===== src/rtl/ff_scanout_pkg.sv =====
// Shared types and helpers for the flop scan-out unloader.
// FF_SCANOUT_PARITY_EN appends an even-parity beat after the data bits.
package ff_scanout_pkg;

  typedef enum logic [1:0] {
    IDLE  = 2'd0,
    SHIFT = 2'd1,
    DONE  = 2'd2
  } state_t;

  // Counter must reach the parity index WIDTH without wrapping.
  function automatic int cnt_width(input int width);
    return (width < 1) ? 1 : $clog2(width + 1);
  endfunction

`ifdef FF_SCANOUT_PARITY_EN
  localparam int PAR_BEATS = 1;
`else
  localparam int PAR_BEATS = 0;
`endif

endpackage


===== src/rtl/ff_scanout_shreg.sv =====
// Shadow register: parallel load, shift right with zero fill, LSB is the serial bit.
module ff_scanout_shreg #(
  parameter int N = 8
) (
  input  logic         clk,
  input  logic         srst,
  input  logic         load,
  input  logic         shift,
  input  logic [N-1:0] load_data,
  output logic         sout
);

  logic [N-1:0] shadow_reg;
  logic [N-1:0] shadow_next;

  generate
    for (genvar gi = 0; gi < N; gi++) begin : g_bit
      if (gi == N - 1) begin : g_top
        assign shadow_next[gi] = load  ? load_data[gi] :
                                 shift ? 1'b0 : shadow_reg[gi];
      end else begin : g_mid
        assign shadow_next[gi] = load  ? load_data[gi] :
                                 shift ? shadow_reg[gi+1] : shadow_reg[gi];
      end
    end
  endgenerate

  always_ff @(posedge clk) begin
    if (srst) begin
      shadow_reg <= '0;
    end else begin
      shadow_reg <= shadow_next;
    end
  end

  assign sout = shadow_reg[0];

endmodule


===== src/rtl/ff_scanout.sv =====
// Captures a parallel flop vector and unloads it LSB first over a valid/ready stream.
// Optional FF_SCANOUT_PARITY_EN adds a final even-parity beat.
module ff_scanout
  import ff_scanout_pkg::*;
#(
  parameter int WIDTH = 32
) (
  input  logic             C,
  input  logic             R,
  input  logic             snap_req,
  input  logic [WIDTH-1:0] pin,
  output logic             snap_busy,
  output logic             sout,
  output logic             sout_valid,
  input  logic             sout_ready,
  output logic             sout_last,
  output logic             done
);

  localparam int SW = WIDTH + PAR_BEATS;
  localparam int CW = cnt_width(WIDTH);
  localparam logic [CW-1:0] LAST_IDX = CW'(SW - 1);

  state_t          state_reg, state_next;
  logic [CW-1:0]   cnt_reg, cnt_next;
  logic [SW-1:0]   load_data;
  logic            load;
  logic            accept;
  logic            at_last;
  logic            shreg_sout;

`ifdef FF_SCANOUT_PARITY_EN
  assign load_data = {^pin, pin};
`else
  assign load_data = pin;
`endif

  assign at_last = (cnt_reg == LAST_IDX);

  always_comb begin
    state_next = state_reg;
    cnt_next   = cnt_reg;
    load       = 1'b0;
    accept     = 1'b0;
    case (state_reg)
      IDLE: begin
        if (snap_req) begin
          load       = 1'b1;
          cnt_next   = '0;
          state_next = SHIFT;
        end
      end
      SHIFT: begin
        if (sout_ready) begin
          accept = 1'b1;
          if (at_last) begin
            cnt_next   = '0;
            state_next = DONE;
          end else begin
            cnt_next = cnt_reg + CW'(1);
          end
        end
      end
      DONE: begin
        // Requests arriving here are dropped on purpose, not queued.
        state_next = IDLE;
      end
      default: begin
        state_next = IDLE;
      end
    endcase
  end

  always_ff @(posedge C) begin
    if (R) begin
      state_reg <= IDLE;
      cnt_reg   <= '0;
    end else begin
      state_reg <= state_next;
      cnt_reg   <= cnt_next;
    end
  end

  ff_scanout_shreg #(
    .N(SW)
  ) u_shreg (
    .clk      (C),
    .srst     (R),
    .load     (load),
    .shift    (accept),
    .load_data(load_data),
    .sout     (shreg_sout)
  );

  assign sout_valid = (state_reg == SHIFT);
  assign sout_last  = sout_valid && at_last;
  assign sout       = shreg_sout & sout_valid;
  assign done       = (state_reg == DONE);
  assign snap_busy  = (state_reg != IDLE);

endmodule


===== config.mk =====
export PLATFORM = sky130hd
export DESIGN_NAME = ff_scanout
export DESIGN_NICKNAME = d
export VERILOG_FILES = /design/src/rtl/ff_scanout_pkg.sv /design/src/rtl/ff_scanout_shreg.sv /design/src/rtl/ff_scanout.sv
export SDC_FILE = /design/constraint.sdc
export NUM_CORES = 1
export LEC_CHECK = 0
export CAP_MARGIN = 15
export CORE_UTILIZATION = 51
export CTS_CLUSTER_SIZE = 8
export DETAILED_ROUTE_END_ITERATION = 10
export PLACE_DENSITY_LB_ADDON = 0.25
export SKIP_CTS_REPAIR_TIMING = 1
export SYNTH_ARGS = -nofsm -noshare
export SYNTH_HDL_FRONTEND = slang
export SYNTH_SLANG_ARGS = --single-unit

===== constraint.sdc =====
create_clock -name C -period 2 [get_ports C]
set_clock_uncertainty 0.15 [all_clocks]
set_input_delay 0.2 -clock C [delete_from_list [all_inputs] [get_ports C]]
set_output_delay 0.2 -clock C [all_outputs]
set_load 0.05 [all_outputs]

# After elaboration in Yosys (flattened, before gate mapping)
# Cells that the tools add are included.
# W data, S select, Z words.
# word_totals
register_bits	40
wordCells	94
output_inout_bits	5
# classes
eq_ne	6
mux	76
n_bitwise	1
addsub	1
n_reduce_logical	7
# ops
op	n
$mux W1	68
$mux W6	3
$pmux W6 S2	1
$add A6 B1 Y6 const B	1
$eq A6 B5 Y1 const B	1
$mux W2	3
$reduce_and A3 Y1	2
$reduce_bool A2 Y1	3
$ne A2 B1 Y1 const B	2
$pmux W2 S2	1
$eq A2 B1 Y1 const B	1
$eq A2 B2 Y1 const B	1
$logic_not A2 Y1	1
$ne A2 B2 Y1 const B	1
$and A1 B1 Y1	1
$logic_and A1 B1 Y1	1

# Longest topological paths before layout
# logic_depth
word_depth	4
depth_mapped	6
depth_no_buf	5

# By module
# A second synthesis with hierarchy kept.
# unflattened
hier_cells	194
area_unflattened_um2	2080.7
# modules_own_cells
module	instances	area_per_inst_um2	seq_area_each_um2	cells_each
ff_scanout_shreg	1	1661.6	640.6	142
ff_scanout	1	419.2	160.2	52

# Worst setup path before layout
# Ideal clock, no wire load.
# synth_timing
kind	register -> output
startpoint	reg cnt_reg[0]
endpoint	out sout_last
required_time_ns	1.650
stages_incl_launch_ff	5
n_path_buf	0
path_slack_ns	0.041
t_arrival_ns	1.609
path_cell_list	dfxtp_1 > ha_1 > nand2_1 > or3_1 > nor2_1
# synth_between
elab_chain_cells	2
# synth_rtl
item	line	source
start, declared	ff_scanout.sv:25	logic [CW-1:0] cnt_reg, cnt_next;
start signal, assigned	ff_scanout.sv:80	cnt_reg <= cnt_next;
$eq A6 B5 Y1	ff_scanout.sv:38	assign at_last = (cnt_reg == LAST_IDX);
$logic_and A1 B1 Y1	ff_scanout.sv:96	assign sout_last = sout_valid && at_last;
end, declared	ff_scanout.sv:16	output logic sout_last,
# No other way between the ends.

# Worst setup path in the final report
# Ends and elaborated chain as after synthesis.

==> reports/results.txt <==
Worst EP required -> 1.65 ns
Unrepaired setup endpoints after global routing -> true
Post-route minimum period -> 1.97 ns
Global Route Usage Sum -> 23.2%
Max Cap Viol -> 0
CTS Buf Count -> 5
Hold slack -> 0.260 ns
Synth area leader -> dfxtp_1
Clock network fraction of total power -> 36.0%
# rows -> 22
Commonest non-fill, non-tap cell in the layout -> dfxtp_1
Slew Viols, Final -> 0
Worst path cell trace -> ha_2, nand2_1, or3_4, nor2_2, buf_12
Final wirelength -> 4520 µm
Area contributors post-synth -> dfxtp_1, a311oi_2, nand3_1
Share of the synthesized area in the top cell type -> 39.4%
Hold Fails Final Rpt -> 0
Yosys warns -> 0
Yosys cell types -> 31
I/O pin total -> 41
Maximum fanout along the worst path -> 4
Clock sinks -> 40
Maximum VDD drop -> 0.387 mV
Drt drc -> 0
Number of synthesized register bits -> 40
Core box area -> 0.00374 mm²
CP startpoint kind -> register
Die extent in x -> 65.1 µm
Synthesized cell area -> 0.00203 mm²
Commonest non-fill, non-tap cells in the layout -> dfxtp_1, nand2_1, nor2_1, clkdlybuf4s50_1, nand3_1
Setup-failing EPs final -> 0
Final GP Congestion -> 0.795
Cells after synthesis -> 231
1st-pass router iterations -> 4
Iteration-0 DRC Markers -> 165
Share of cells above drive strength 1 -> 22.6%
Arr. time, crit path -> 1.62 ns
Fmax -> 0.507 GHz
Switch share -> 26.8%
Starting Density -> 54.3%
Per-cell routed wire length -> 14.4 µm
I/O Buffers -> 40
Worst-Margin Slew -> 0.559 ns
Die H -> 65.1 µm
Register area share after synthesis -> 39.4%
Leakage -> 0.940 nW
Slowest CP cell -> or3_4
Syn avg cell area -> 8.80 µm²
Logic gate share of total power -> 18.6%
Hold/Removal Path Class -> input pin to register
Kind of end point of the critical path -> output port
Max FFs per register -> 32
Largest net degree at the start of global routing -> 33
Clock latency on the worst-skew pair -> 0.30 ns
CTS Buffer Depth -> 2
Area of the die -> 0.00424 mm²
Net Count, Synth -> 268
Antenna Nets Post-Route -> 0
Worst Setup Path Type -> register to output port
Clock-pin slew on the worst setup and hold paths -> 0.08 ns
Via density -> 5.64
Internal power -> 0.00144 W
Nets -> 302
Fin crit share -> 98.5%
Status -> finished clean
Sw power -> 0.000527 W
Power Density -> 755 mW/mm²
H-tree levels -> 2
Gr ovfl total -> 0
Critical Path Max Stage Delay -> 0.37 ns
Area grow syn2layout -> 28.1%
Worst Setup Slack, final -> 0.0293 ns
# diodes -> 0
Reg power frac -> 45.5%
Vias -> 1,771
Max-slew headroom -> 62.7%
First-pass GRT wire length -> 7650 µm
CTS tree -> yes
DP HPWL -> 2870 µm
Root Driver -> clkbuf_8
Dpl ws -> 0.00490 ns
Initial antenna violation count -> 0
Total Neg Setup Slack -> 0 ns
Vias in the first global route -> 1,676
area by class of cell:
| cell class | instances | area, µm² |
|---|---|---|
| Multi-Input combinational cell | 165 | 1100 |
| Sequential cell | 40 | 803 |
| Clock inverter | 2 | 38.8 |
| Clock buffer | 6 | 82.6 |
| Inverter | 3 | 11.3 |
| Tap cell | 48 | 60.1 |
| Fill cell | 322 | 1140 |
| Timing Repair Buffer | 50 | 505 |
cell families after synthesis:
group	synth area share, %
and+or+nand+nor	25.8
AOI/OAI and AO/OA	26.0
DFF	39.4
buffers and inverters	6.83
xor gates and xnor gates	1.29
adders and majority gates	0.616
routing by layer:
layer	GRT usage (%)	vias up	wire (µm)
met3	5.21	4	172
li1	-	890	-
met1	31.3	844	2130
met5	0	-	0
met2	36.7	33	2170
met4	7.34	0	50
power by group through the flow:
stage                     clock, W  combinational [W]  sequential, W
after floorplan                  0           0.000251       0.000901
after global placement           0           0.000357       0.000909
after detailed placement         0           0.000363       0.000909
after CTS                 0.000708           0.000367       0.000893
after global routing      0.000748           0.000400       0.000901
final                     0.000707           0.000365       0.000894
through the flow:
stage          cells  total power [W]  util (%)  instance area [µm²]
2_1_floorplan    231          0.00115         -                 2030
3_3_place_gp     306          0.00127      65.8                 2460
3_5_place_dp     306          0.00127      65.8                 2460
4_1_cts          314          0.00197      69.1                 2590
5_1_grt          314          0.00205      69.6                 2600
6_report         314          0.00197      69.6                 2600
critical path: cells and delay by family (launching register included):
family | cells | cell delay [ns]
and+or+nand+nor | 3 | 0.61
DFF | 1 | 0.36
adders and majority gates | 1 | 0.20
buffers and inverters | 1 | 0.15
final timing paths:
| path | startpoint | to | slack, ns | depth (start not counted) |
|---|---|---|---|---|
| max | cnt_reg[0] | sout_last | 0.03 | 5 |
| min | R | cnt_reg[4] | 0.26 | 2 |
| min reg2reg | cnt_reg[1] | cnt_reg[1] | 0.33 | 2 |
| max reg2reg | state_reg[1] | u_shreg.shadow_reg[15] | 0.27 | 4 |
cell usage after synthesis:
cell type  count
dfxtp_1       40
buf_2          9
or3b_1         1
o21ai_0        3
or4b_1         1
nand2_1       35
or3_1          1
a311oi_1       2
ha_1           1
xor2_1         2
nor3_1         1
a211oi_2       1
a311oi_2      29
o31ai_1        1
or3b_2         1
xnor2_1        1
clkinv_1       1
a21oi_1        7
or2_2          1
nor2_1        35
buf_6          4
clkbuf_1       8
and2_1         4
inv_1          2
nand3b_1       1
a31oi_1        1
nand3_1       33
buf_1          2
nor2b_1        1
and2_0         1
nand2b_1       1
Power figures use the tool's default switching activity.
==> RTL change 1: new RTL, same settings <==
The option `FF_SCANOUT_PARITY_EN` is turned on by a define.
--- a/src/rtl/ff_scanout_pkg.sv
+++ b/src/rtl/ff_scanout_pkg.sv
@@ -1,4 +1,6 @@
 // Shared types and helpers for the flop scan-out unloader.
 // FF_SCANOUT_PARITY_EN appends an even-parity beat after the data bits.
+`define FF_SCANOUT_PARITY_EN
+
 package ff_scanout_pkg;
 
Formal check against the unedited RTL: no difference found for any inputs over 10 cycles, from zero or initial values; that may be too few to reach the edited logic, so the function may still have changed.
==> RTL change 1 against the unedited design <==
- sequential cell count increased by 1
- highest routed layer unchanged
- die area decreased by 2.7%
- synthesized cell count grew 3.5%
- cell area decreased by 1.0%
- total power increased by 2.3%
- count of clock-buffer cells in the layout increased by 1
- worst setup slack gained 56 ps
- sequential power up 2%
- combinational power up 35%
- wire length is 0.44% lower
- synthesized area shrank 2.8%
==> RTL change 1: results <==
[pwr]
ir_worst_vdd_uv = 430
p_leak_nw = 0.925

[cts]
clk_path_buf_depth = 2
numCtsBuffers = 5
clkTransAtPathRegs_ps = 80
htree_num_levels = 2
worst_skew_pair.late_latency_ps = 300
root_buffer = clkbuf_8

[synth]
synth-adder-area-share_pct = 1.27
syn_area_per_cell_um2 = 8.26
synthTopCellsByCount = nand2_1, dfxtp_1, xnor2_1
synth_cell_types = 24
yosysWarningCount = 0
synth_compound_area_share_pct = 19.8
synthTopCellsByArea = dfxtp_1, xnor2_1, nand2_1, a22oi_1, a21oi_1
synthFlopType = dfxtp_1
ys_seq_area_share_pct = 41.6
synthMuxAreaShare_pct = 0
synth_fp_nets = 277
synth_xor_area_share_pct = 16.0
async_flop_share_pct = 0

[drt]
vias = 1802
dr.pass1.iters = 4
postRouteWirelength_um = 4500
drt_iter0_markers = 183

[grt]
grt_antenna_before_repair = 0
grt_max_degree = 39
grt_pass1_wl_um = 7720
grt_usage_pct = 24.2
grt_pass1_vias = 1692

[worst_setup_path]
crit_arrival_ps = 1570
path_max_fanout = 3
crit_slowest_cell = clkdlybuf4s50_1
critPathTopFamily = buffers and inverters
crit_path_max_incr_delay_ps = 800

[timing]
relSlewSlack_pct = 67.5

[final_layout]
drive_gt1_share_pct = 7.80
largest_reg_flops = 33
diodes = 0
stdcell_count = 330
nNetsFinal = 319
fill_cells = 334

[place]
placed_cell_area_um2 = 2480
place_congestion = 0.777
dp_hpwl_um = 3180
port_buffers = 40

[status]
status = finished clean

[hold_path]
hp-class = flop to flop
## RTL change 1: logic make-up (layout without fill, tap and decap cells)
family | count (synthesis) | after routing
buffers and inverters | 19 | 62
AO/OA/AOI/OAI | 57 | 57
adder cells (fa/ha/maj) | 2 | 2
XOR/XNOR | 36 | 36
flip-flops | 41 | 41
AND/OR/NAND/NOR | 84 | 84
## RTL change 1: path summary, 6_finish.rpt
path / from / endpoint / slack [ps] / depth (start not counted)
max: state_reg[1]$_SDFFE_PP0P_ / done / 80 / 2
min: u_shreg.shadow_reg[23]$_SDFFE_PP0P_ / u_shreg.shadow_reg[23]$_SDFFE_PP0P_ / 310 / 2
max reg2reg: state_reg[1]$_SDFFE_PP0P_ / cnt_reg[4]$_SDFFE_PP0P_ / 240 / 7
min reg2reg: u_shreg.shadow_reg[23]$_SDFFE_PP0P_ / u_shreg.shadow_reg[23]$_SDFFE_PP0P_ / 310 / 2
## RTL change 1: area by class of cell
cell class | instances | area, um2 | share of cell area [%]
inverter | 5 | 18.8 | 0.728
sequential | 41 | 821 | 31.8
tap | 48 | 60.1 | 2.33
multi-input combinational | 179 | 1080 | 41.8
timing repair buffer | 49 | 498 | 19.3
clock buffer | 7 | 96.3 | 3.74
clock inverter | 1 | 5.00 | 0.194
## RTL change 1: through the flow
stage / total power, W / worst slack (ps)
6_report: 0.00201 / 84.9
3_5_place_dp: 0.00142 / 66.1
3_3_place_gp: 0.00141 / 83.0
4_1_cts: 0.00202 / 76.8
2_1_floorplan: 0.00125 / 252
5_1_grt: 0.00210 / 16.6
## RTL change 1: where the power goes
part,switching (W),total (W),internal (W)
clock network,0.000292,0.000604,0.000312
logic,0.000245,0.000493,0.000248
registers,0.0000342,0.000914,0.000880
total,0.000571,0.00201,0.00144
## RTL change 1: worst register-to-register path: stages, from the launching register on
cell	delay (ps)
dfxtp_1	320
nand2b_1	200
inv_1	190
nand2_1	210
nand2_1	240
nand4_1	140
xor2_1	160
nor2_1	50
## RTL change 1: per-layer routing
metal / vias to the layer above / share of wire [%] / GRT usage [%]
li1: 898 / - / -
met1: 854 / 45 / 30.8
met2: 44 / 49 / 40.7
met3: 6 / 4.7 / 5.89
met4: 0 / 0.98 / 6.39
met5: - / 0 / 0
==> RTL change 2: new RTL, config.mk and constraints unchanged <==
Without the edit above. Make the reset (`srst`) asynchronous in one clocked block.
--- a/src/rtl/ff_scanout_shreg.sv
+++ b/src/rtl/ff_scanout_shreg.sv
@@ -26,5 +26,5 @@
   endgenerate
 
-  always_ff @(posedge clk) begin
+  always_ff @(posedge clk or posedge srst) begin
     if (srst) begin
       shadow_reg <= '0;
Behaviour: not the same (a bounded check fails within 4 cycles, from zero or initial values; the reset may be asserted at any time).
==> RTL change 2 against the unedited design <==
- fmax increased by 5.0%
- synthesized area decreased by 8.0%
- total power decreased by 2.5%
- cell area decreased by 6.2%
- worst setup slack improved by 94 ps
- sequential power increased by 14%
- hold slack got worse by 8.2 ps
- non-clock buffer count decreased by 6
- combinational power increased by 4%
- count of clock-buffer cells in the layout unchanged
- wire length decreased by 24%
- sequential cell count unchanged
- global-route usage decreased by 3.1 points
==> RTL change 2: results <==
[synth]
ys_seq_area_share_pct = 51.4
synth_compound_area_share_pct = 10.0
synthMuxAreaShare_pct = 17.1
async_flop_share_pct = 80.0
synth_fp_nets = 225
synthFlopType = dfrtp_1
synth_cell_types = 28
synthTopCellsByCount = nand2_1, dfrtp_1, mux2i_1, o21ai_0, dfxtp_1
syn_inst = 188
synth_xor_area_share_pct = 1.87

[final_layout]
drive_gt1_share_pct = 10.4
multi_input_area_share_pct = 35.4
seq_share_pct = 39.5
buffers_excl_clock = 44
clock_area_share_pct = 3.13
multi_input_cells = 135

[place]
dp_hpwl_um = 2460
pre_cts_ws_ps = 18.1
placed_cells = 268

[grt]
grtUsageMet3_pct = 6.93
grt_max_degree = 68
grt_usage_pct = 20.1

[drt]
drt_iter0_markers = 75
vias_per_cell = 5.18
dr_wl_met2_um = 1760

[timing]
layout_setup_ws_ps = 123

[status]
status = finished clean

[pwr]
p_int_w = 0.00141
ir_worst_vdd_uv = 612

[worst_setup_path]
crit_arrival_ps = 1530
path_max_fanout = 3
r2r_slack_ps = 180
## RTL change 2: cell count changes in the layout (fill, tap and decap cells not counted), sizes merged, moves of 3 or more
cell,unedited run,this run
buf,14,9
o21ai,3,32
a21oi,7,4
nor4,0,3
nor2,35,6
nand3,33,2
a311oi,31,0
mux2i,0,32
dfrtp,0,32
dfxtp,40,8
## RTL change 2: power by group through the flow
stage / logic [W] / registers (W) / clock network (W)
5_1_grt: 0.000436 / 0.00104 / 0.000562
3_3_place_gp: 0.000367 / 0.00103 / 0
6_report: 0.000381 / 0.00102 / 0.000514
4_1_cts: 0.000389 / 0.00102 / 0.000529
2_1_floorplan: 0.000251 / 0.00102 / 0
3_5_place_dp: 0.000387 / 0.00104 / 0
## RTL change 2: worst register-to-register path, stage by stage (launching register included)
cell and delay [ps]:
dfxtp_2 390, mux2i_1 270, or2_4 160, buf_4 430
xnor2_1 140, and2_1 170
